### config.mk
export PLATFORM = sky130hd
export DESIGN_NAME = dti_uart_clk_rst_ctrl_flat
export DESIGN_NICKNAME = d
export VERILOG_FILES = /design/src/rtl/dti_uart_clk_rst_ctrl_if.sv /design/src/rtl/dti_uart_clk_rst_ctrl.sv /design/src/flat_wrapper.sv
export SDC_FILE = /design/constraint.sdc
export NUM_CORES = 1
export LEC_CHECK = 0
export BUFFER_PORTS_ARGS = -buffer_cell sky130_fd_sc_hd__buf_4
export CORE_UTILIZATION = 46
export CTS_BUF_LIST = sky130_fd_sc_hd__clkbuf_4 sky130_fd_sc_hd__clkbuf_8
export CTS_CLUSTER_DIAMETER = 50
export CTS_CLUSTER_SIZE = 12
export DETAILED_ROUTE_END_ITERATION = 7
export GPL_ROUTABILITY_DRIVEN = 0
export GPL_TIMING_DRIVEN = 0
export PLACE_DENSITY_LB_ADDON = 0.3
export SLEW_MARGIN = 20
export SYNTH_ARGS = -nofsm -noshare
export SYNTH_HDL_FRONTEND = slang
export SYNTH_SLANG_ARGS = --single-unit
### constraint.sdc
create_clock -name apb_clk -period 8.8 [get_ports apb_clk]
set_input_delay 0 -clock apb_clk [delete_from_list [all_inputs] [get_ports apb_clk]]
set_output_delay 0 -clock apb_clk [all_outputs]
set_load 0.01 [all_outputs]
### src/rtl/dti_uart_clk_rst_ctrl_if.sv
// Control/status bundle between the APB register block and the UART clock/reset controller.
// DTI_UART_FRAC_DIV_EN adds the 4-bit fractional divisor field.
interface dti_uart_clk_rst_ctrl_if #(
  parameter int unsigned DIV_W = 16
);
  logic             sw_rst_req;
  logic             enable;
  logic [DIV_W-1:0] div_val;
  logic             div_wr;
`ifdef DTI_UART_FRAC_DIV_EN
  logic [3:0]       div_frac;
`endif
  logic             uart_rst;
  logic             ready;
  logic             tick_16x;
  logic             tick_1x;
  logic             div_pend;
  logic             div_err;

  modport master (
`ifdef DTI_UART_FRAC_DIV_EN
    output div_frac,
`endif
    output sw_rst_req, enable, div_val, div_wr,
    input  uart_rst, ready, tick_16x, tick_1x, div_pend, div_err
  );

  modport slave (
`ifdef DTI_UART_FRAC_DIV_EN
    input  div_frac,
`endif
    input  sw_rst_req, enable, div_val, div_wr,
    output uart_rst, ready, tick_16x, tick_1x, div_pend, div_err
  );
endinterface

### src/rtl/dti_uart_clk_rst_ctrl.sv
// UART reset sequencer and baud strobe generator (16x oversampling and 1x bit ticks).
// Define DTI_UART_FRAC_DIV_EN to enable the fractional (1/16) divisor accumulator.
module dti_uart_clk_rst_ctrl #(
  parameter int unsigned DIV_W    = 16,
  parameter int unsigned RST_HOLD = 8,
  parameter int unsigned OVS      = 16
) (
  input logic                    apb_clk,
  input logic                    reset,
  dti_uart_clk_rst_ctrl_if.slave bus
);
  localparam int unsigned HOLD_W = (RST_HOLD > 1) ? $clog2(RST_HOLD) : 1;
  localparam int unsigned OVS_W  = $clog2(OVS);

  localparam logic [0:0] StHold = 1'b0;
  localparam logic [0:0] StRun  = 1'b1;

  logic [0:0]       state_q, state_d;
  logic [HOLD_W-1:0] hold_cnt_q, hold_cnt_d;
  logic [DIV_W-1:0] div_cnt_q, div_cnt_d;
  logic [OVS_W-1:0] ovs_cnt_q, ovs_cnt_d;
  logic [DIV_W-1:0] active_div_q, active_div_d;
  logic [DIV_W-1:0] pend_div_q, pend_div_d;
  logic             pend_q, pend_d;
  logic             err_q, err_d;

  logic             run, count_en, tick16, tick1;
  logic             wr_ok, apply;
  logic [DIV_W-1:0] new_div, next_div, reload;

  assign run      = (state_q == StRun);
  assign count_en = run && bus.enable;
  assign tick16   = count_en && (div_cnt_q == '0);
  assign tick1    = tick16 && (ovs_cnt_q == OVS_W'(OVS - 1));

  // A write coinciding with an apply window goes straight to the active divisor.
  assign wr_ok    = bus.div_wr && (bus.div_val != '0);
  assign apply    = (wr_ok || pend_q) && (!run || !bus.enable || bus.sw_rst_req || tick16);
  assign new_div  = wr_ok ? bus.div_val : pend_div_q;
  assign next_div = apply ? new_div : active_div_q;

`ifdef DTI_UART_FRAC_DIV_EN
  logic [3:0] active_frac_q, active_frac_d;
  logic [3:0] pend_frac_q, pend_frac_d;
  logic [3:0] acc_q, acc_d;
  logic [3:0] next_frac;
  logic [4:0] acc_sum;

  assign next_frac = apply ? (wr_ok ? bus.div_frac : pend_frac_q) : active_frac_q;
  assign acc_sum   = {1'b0, acc_q} + {1'b0, next_frac};
  // Carry stretches the coming period by one cycle.
  assign reload    = acc_sum[4] ? next_div : next_div - DIV_W'(1);
`else
  assign reload    = next_div - DIV_W'(1);
`endif

  always_comb begin
    state_d      = state_q;
    hold_cnt_d   = hold_cnt_q;
    div_cnt_d    = div_cnt_q;
    ovs_cnt_d    = ovs_cnt_q;
    active_div_d = active_div_q;
    pend_div_d   = pend_div_q;
    pend_d       = pend_q;
    err_d        = err_q;
`ifdef DTI_UART_FRAC_DIV_EN
    active_frac_d = active_frac_q;
    pend_frac_d   = pend_frac_q;
    acc_d         = acc_q;
`endif

    unique case (state_q)
      StHold: begin
        if (hold_cnt_q == HOLD_W'(RST_HOLD - 1)) begin
          state_d    = StRun;
          hold_cnt_d = '0;
        end else begin
          hold_cnt_d = hold_cnt_q + HOLD_W'(1);
        end
      end
      default: begin
        if (tick16) begin
          div_cnt_d = reload;
          ovs_cnt_d = ovs_cnt_q + OVS_W'(1);
`ifdef DTI_UART_FRAC_DIV_EN
          acc_d     = acc_sum[3:0];
`endif
        end else if (count_en) begin
          div_cnt_d = div_cnt_q - DIV_W'(1);
        end
      end
    endcase

    if (apply) begin
      active_div_d = new_div;
      pend_d       = 1'b0;
`ifdef DTI_UART_FRAC_DIV_EN
      active_frac_d = next_frac;
`endif
    end else if (wr_ok) begin
      pend_d     = 1'b1;
      pend_div_d = bus.div_val;
`ifdef DTI_UART_FRAC_DIV_EN
      pend_frac_d = bus.div_frac;
`endif
    end

    if (bus.sw_rst_req) begin
      state_d    = StHold;
      hold_cnt_d = '0;
      div_cnt_d  = '0;
      ovs_cnt_d  = '0;
      err_d      = 1'b0;
`ifdef DTI_UART_FRAC_DIV_EN
      acc_d      = '0;
`endif
    end

    if (bus.div_wr && (bus.div_val == '0)) begin
      err_d = 1'b1;
    end
  end

  always_ff @(posedge apb_clk) begin
    if (reset) begin
      state_q      <= StHold;
      hold_cnt_q   <= '0;
      div_cnt_q    <= '0;
      ovs_cnt_q    <= '0;
      active_div_q <= DIV_W'(1);
      pend_div_q   <= '0;
      pend_q       <= 1'b0;
      err_q        <= 1'b0;
`ifdef DTI_UART_FRAC_DIV_EN
      active_frac_q <= '0;
      pend_frac_q   <= '0;
      acc_q         <= '0;
`endif
    end else begin
      state_q      <= state_d;
      hold_cnt_q   <= hold_cnt_d;
      div_cnt_q    <= div_cnt_d;
      ovs_cnt_q    <= ovs_cnt_d;
      active_div_q <= active_div_d;
      pend_div_q   <= pend_div_d;
      pend_q       <= pend_d;
      err_q        <= err_d;
`ifdef DTI_UART_FRAC_DIV_EN
      active_frac_q <= active_frac_d;
      pend_frac_q   <= pend_frac_d;
      acc_q         <= acc_d;
`endif
    end
  end

  assign bus.uart_rst = !run;
  assign bus.ready    = run;
  assign bus.tick_16x = tick16;
  assign bus.tick_1x  = tick1;
  assign bus.div_pend = pend_q;
  assign bus.div_err  = err_q;
endmodule
### src/flat_wrapper.sv
// flat-port wrapper written by rule: the top's interface ports become plain ports
module dti_uart_clk_rst_ctrl_flat 
#(
  parameter int unsigned DIV_W    = 16,
  parameter int unsigned RST_HOLD = 8,
  parameter int unsigned OVS      = 16
)
  (apb_clk, reset, bus_sw_rst_req, bus_enable, bus_div_val, bus_div_wr, bus_uart_rst, bus_ready, bus_tick_16x, bus_tick_1x, bus_div_pend, bus_div_err);
  dti_uart_clk_rst_ctrl_if #(.DIV_W(DIV_W)) bus_i ();
  input logic apb_clk;
  input logic reset;
  input wire logic [$bits(bus_i.sw_rst_req)-1:0] bus_sw_rst_req;
  input wire logic [$bits(bus_i.enable)-1:0] bus_enable;
  input wire logic [$bits(bus_i.div_val)-1:0] bus_div_val;
  input wire logic [$bits(bus_i.div_wr)-1:0] bus_div_wr;
  output wire logic [$bits(bus_i.uart_rst)-1:0] bus_uart_rst;
  output wire logic [$bits(bus_i.ready)-1:0] bus_ready;
  output wire logic [$bits(bus_i.tick_16x)-1:0] bus_tick_16x;
  output wire logic [$bits(bus_i.tick_1x)-1:0] bus_tick_1x;
  output wire logic [$bits(bus_i.div_pend)-1:0] bus_div_pend;
  output wire logic [$bits(bus_i.div_err)-1:0] bus_div_err;
  assign bus_i.sw_rst_req = bus_sw_rst_req;
  assign bus_i.enable = bus_enable;
  assign bus_i.div_val = bus_div_val;
  assign bus_i.div_wr = bus_div_wr;
  assign bus_uart_rst = bus_i.uart_rst;
  assign bus_ready = bus_i.ready;
  assign bus_tick_16x = bus_i.tick_16x;
  assign bus_tick_1x = bus_i.tick_1x;
  assign bus_div_pend = bus_i.div_pend;
  assign bus_div_err = bus_i.div_err;
  dti_uart_clk_rst_ctrl #(.DIV_W(DIV_W), .RST_HOLD(RST_HOLD), .OVS(OVS)) u_core (.apb_clk(apb_clk), .reset(reset), .bus(bus_i));
endmodule
Yosys cells after proc, flatten, opt, wreduce, memory -nomap -nowiden. Index checks and enable logic that the tools add are counted.

Bits in registers: 58. Input port bits: 21. Output and inout bits: 6. Word-level logic and storage cells: 44.

Add/sub/neg operators: 4. Equality and inequality tests: 2. Muxes and demuxes: 9. Reductions and logical operators: 21.

Operators by type and width (number): 16-bit two-way mux (4); 16-bit logical NOT (2); 16-bit by 1-bit subtractor with 16-bit output, second input constant (2); 16-bit nonzero test (1); 1-bit logical AND (6); 4-bit by 1-bit adder with 4-bit output, second input constant (1); 4-bit == test, second input constant (1); 1-bit logical OR (4); 1-bit two-way mux (4); 2-bit AND reduction (2); 2-bit nonzero test (2); 2-bit OR reduction (2); 3-bit by 1-bit adder with 3-bit output, second input constant (1); 3-bit == test, second input constant (1); 3-bit two-way mux (1); 1-bit logical NOT (2).

Longest topological paths before layout.
Depth after elaboration: 8. Depth in mapped cells: 12. Mapped depth without buffers: 10.

Worst setup path after synthesis. OpenSTA, ideal clock, no wires.

Path kind: reg2reg. Start point: reg u_core.state_q, in the netlist u_core.bus.ready. End point: reg u_core.div_cnt_q[14]. Setup time: 122 ps. Arrival: 2874 ps. Required time: 8678 ps. Slack: 5804 ps. Cell stages (with the launch flop): 13. Path buffers: 3. Period minus slack after synthesis: 2996 ps. Path through: dfxtp_1 clkbuf_1 nand2_1 or3_1 inv_1 clkbuf_1 clkbuf_1 a21oi_1 ha_1 o211a_1 nand2_1 nor3_1 a221o_1.

Elaborated cells on any way between the ends: 12. Those cells by class: add/sub (1); mux (2); reduce/logical (9).

RTL lines: start: declaration (line dti_uart_clk_rst_ctrl.sv:18) `logic [0:0] state_q, state_d;`; start signal: assignment (line dti_uart_clk_rst_ctrl.sv:126) `state_q <= StHold;`; start signal: assignment (line dti_uart_clk_rst_ctrl.sv:140) `state_q <= state_d;`; 1-bit logical AND (*) (line dti_uart_clk_rst_ctrl.sv:32) `assign count_en = run && bus.enable;`; 1-bit logical AND (*) (line dti_uart_clk_rst_ctrl.sv:33) `assign tick16 = count_en && (div_cnt_q == '0);`; named net bus_tick_16x (line flat_wrapper.sv:18) `output wire logic [$bits(bus_i.tick_16x)-1:0] bus_tick_16x;`; 1-bit logical OR (line dti_uart_clk_rst_ctrl.sv:38) `assign apply = (wr_ok || pend_q) && (!run || !bus.enable || bus.sw_rst_req || tick16);`; 1-bit logical AND (line dti_uart_clk_rst_ctrl.sv:38); 16-bit two-way mux; 16-bit by 1-bit subtractor with 16-bit output (line dti_uart_clk_rst_ctrl.sv:54) `assign reload = next_div - DIV_W'(1);`; 16-bit two-way mux (line dti_uart_clk_rst_ctrl.sv:82) `if (tick16) begin`; end signal: assignment (line dti_uart_clk_rst_ctrl.sv:142) `div_cnt_q <= div_cnt_d;`; end: declaration (line dti_uart_clk_rst_ctrl.sv:20) `logic [DIV_W-1:0] div_cnt_q, div_cnt_d;`.

Mark *: on every way through the listed nets, which the timed path passes. The rest lies on a longest branch. A chain may end at the register's enable or synchronous reset.

Final worst setup path.
Start point: in bus_div_val[3]. End point: reg u_core.div_cnt_q[15].

Longest elaborated chain between the ends: 7. Elaborated cells on any way between the ends: 8. Those cells by class: add/sub (1); mux (3); reduce/logical (4).

Ends and longest elaborated chain: start: declaration (line flat_wrapper.sv:14) `input wire logic [$bits(bus_i.div_val)-1:0] bus_div_val;`; 16-bit nonzero test (line dti_uart_clk_rst_ctrl.sv:37) `assign wr_ok = bus.div_wr && (bus.div_val != '0);`; 1-bit logical AND (line dti_uart_clk_rst_ctrl.sv:37); 1-bit logical OR (line dti_uart_clk_rst_ctrl.sv:38); 1-bit logical AND (line dti_uart_clk_rst_ctrl.sv:38); 16-bit two-way mux (*); 16-bit by 1-bit subtractor with 16-bit output (*) (line dti_uart_clk_rst_ctrl.sv:54); 16-bit two-way mux (*) (line dti_uart_clk_rst_ctrl.sv:82).

Mark *: on every way between the ends. The rest lies on a longest branch, timed or not.

==> summary.md <==
| Metric | Value |
|---|---|
| Worst hold path class | `primary input to flip-flop` |
| Cell Chain, Critical Path | `dlygate4sd3_1, buf_4, or4_1, o41ai_4, nand2_2, o22a_1, o22ai_1, a22o_2, nand3b_4, or4_1, a31oi_1` |
| Vias per cell | `5.814` |
| FILL cells | `564` |
| Cts repair resizes | `0` |
| CP most frequent cell | `or4_1` |
| Data arrival, critical path | `3.90 ns` |
| Kind of critical path | `primary input to flip-flop` |
| Starting Density | `0.4905` |
| Slew Viols, Final | `0` |
| Ys async rst share | `0` |
| CP max-delay cell | `or4_1` |
| RSZ-0062 raised after global routing | `no` |
| Syn Nets | `381` |
| Setup violators final | `0` |
| Critical Path End Type | `flip-flop` |
| Commonest cells after routing, fill and taps aside | `dfxtp_1, nor2_1, nand2_1, a21oi_1, buf_4` |
| DP Wirelength | `5.636 mm` |
| Worst-path clk slew | `0.07 ns` |
| Detailed Route WL | `7.849 mm` |
| Placed Instances | `456` |
| Clk_lat worst skew | `0.35 ns` |
| H-tree Lvls | `3` |
| Clk buf depth | `2` |
| Non-filler cells, final | `489` |
| Routed len/inst | `16.05 µm` |
| CP startpoint kind | `primary input` |
| Max_slew headroom | `0.5166` |
| Cell variety after synth | `64` |
| First-pass GRT wire length | `12.74 mm` |
| Max incr delay on CP | `0.63 ns` |
| Die height | `82.39 µm` |
| Fin crit share | `0.4131` |
| CTS root buf | `clkbuf_8` |
| Max Cap Viol | `0` |
| Routed Antenna Nets | `0` |
| Area Overhead vs Synth | `21.09%` |
| Top-area cell type share of the netlist area | `0.3906` |
| EDFF count, synth | `0` |
| Number of synthesized register bits | `58` |
| Setup Fix Bufs, Post-CTS | `0` |
| Power, Total | `0.0005386 W` |
| Mapped Area | `2973 µm²` |
| DRC errors left | `0` |
| Leading cell type in the layout, fill and taps excluded | `dfxtp_1` |
| Status | `finished, final reports clean` |
| Pwr per Cell Area | `149.6 nW/µm²` |
| First-pass DRT Iterations | `4` |
| Least-Margin Pin Slew | `0.7251 ns` |
| Synth top area cells | `dfxtp_1, mux2i_1, nor2_1` |
| Via count | `2843` |
| Final Skew | `0.009538 ns` |
| # IOs | `27` |
| Leakage power | `1.553 nW` |
| Vias in the first global route | `2715` |
| Num rows | `28` |
| Seq. cell area | `1161 µm²` |
| CP max FO | `9` |
| Area of the multi-input gates | `1715 µm²` |
| CORE AREA | `6061 µm²` |
| Post-Route Setup TNS | `0 ns` |
| Avg Cell Area, Syn | `8.351 µm²` |
| Buffers on Ports | `25` |
| Share of layout cells above drive strength 1 | `0.1401` |
| TritonCTS buffer count | `9` |
| Nets | `434` |
| Peak supply drop | `0.1094 mV` |
| Yosys warnings | `0` |
| Highest clock rate | `275.1 MHz` |
| Die footprint | `6788 µm²` |
| Ys flop type | `dfxtp_1` |
| Grt ovf | `0` |
| Clock Sinks | `58` |
| Total track usage | `0.2569` |
| Pin count of the biggest net entering global routing | `11` |
| Hold-fix buffers, CTS | `17` |
| Antenna cells | `0` |
| Worst Path Required | `9.06 ns` |
| Cells after Synth | `356` |
| CTS tree | `yes` |
| Hold Fails Final Rpt | `0` |
| Yosys top cell by area | `dfxtp_1` |
| Initial DRC Count | `154` |
| Initial antenna violation count | `0` |
| Sequential share of the synthesized area | `0.3906` |
| Fin crit period | `3.636 ns` |
| Die Wd | `82.39 µm` |
==> path summary, 6_finish.rpt <==
kind	from	endpoint	slack, ns	cells past startpoint
worst max-delay path	bus_div_val[3]	u_core.div_cnt_q[15]	5.16	11
worst min register to register	u_core.active_div_q[0]	u_core.active_div_q[0]	0.46	1
worst min-delay path	bus_sw_rst_req	u_core.bus.div_err	0.01	4
worst max register to register	u_core.bus.ready	u_core.div_cnt_q[14]	5.33	12
==> metrics by stage <==
stage / utilization / hold slack (ns) / cell area (µm²) / worst slack, ns
floorplan: - / 0.1439 / 2973 / 5.804
global placement: 0.5370 / 0.2492 / 3254 / 5.402
finish: 0.5939 / 0.01490 / 3600 / 5.164
global route: 0.5939 / 0.02806 / 3600 / 4.982
detailed placement: 0.5370 / 0.2612 / 3254 / 5.357
CTS: 0.5939 / 0.004957 / 3600 / 5.202
==> synth_stat cells (3+ instances only) <==
master    instances
o31ai_1           3
nand2_1          35
or4_1             4
inv_1             3
nor2_1           50
dfxtp_1          58
xor2_1            3
or4_4             3
or3_1             5
mux2i_1          21
nor2b_1           7
nand3_1           7
nor4_1            3
o21ai_0          19
and3_1            3
clkbuf_1         16
nor3_1           13
a21o_1            3
xnor2_1           3
a31oi_1           4
nor3b_1           5
nand4_1           3
a21oi_1          29
ha_1              4
o22ai_1           5
==> worst max-delay path: cells and delay by family <==
| kind | cells | cell delay, ns |
|---|---|---|
| AOI/OAI and AO/OA | 5 | 1.69 |
| buffers and inverters | 2 | 0.68 |
| and+or+nand+nor | 4 | 1.53 |
==> final cells by class <==
type                    count  area share
flip-flops and latches     58      0.3226
inverters                   3    0.003128
clock buffers              11     0.04032
clock inverters             5    0.008342
plain buffers              20     0.02364
repair buffers             42     0.09941
well taps                  75     0.02607
multi-input cells         275      0.4765
==> report_power, final <==
group / internal (W) / switching [W]
combinational: 0.0000216 / 0.0000270
clock: 0.000111 / 0.000109
sequential: 0.000267 / 0.00000186
total: 0.000400 / 0.000138
==> metal layers <==
metal / routed length, µm / vias to the layer above / share of wire / GRT usage
met4: 173 / 0 / 0.022 / 0.1088
met5: 0 / - / 0 / 0
li1: - / 1411 / - / -
met2: 3665 / 79 / 0.47 / 0.4322
met3: 460 / 18 / 0.059 / 0.07473
met1: 3550 / 1335 / 0.45 / 0.3035
==> cell families after synthesis <==
logic type | after synthesis | synth area share
fa+ha+maj | 4 | 0.01684
compound gates | 93 | 0.2147
xor+xnor | 6 | 0.01768
buf+inv | 23 | 0.03241
flops | 58 | 0.3906
simple gates | 150 | 0.2534
mux | 22 | 0.07449
==> flip-flops by register name, indices dropped and copies added, names as in the netlist <==
signal	count
u_core.active_div_q	16
u_core.bus.div_err	1
u_core.bus.div_pend	1
u_core.bus.ready	1
u_core.div_cnt_q	16
u_core.hold_cnt_q	3
u_core.ovs_cnt_q	4
u_core.pend_div_q	16
Note: power is estimated with default switching activity, not from simulation.
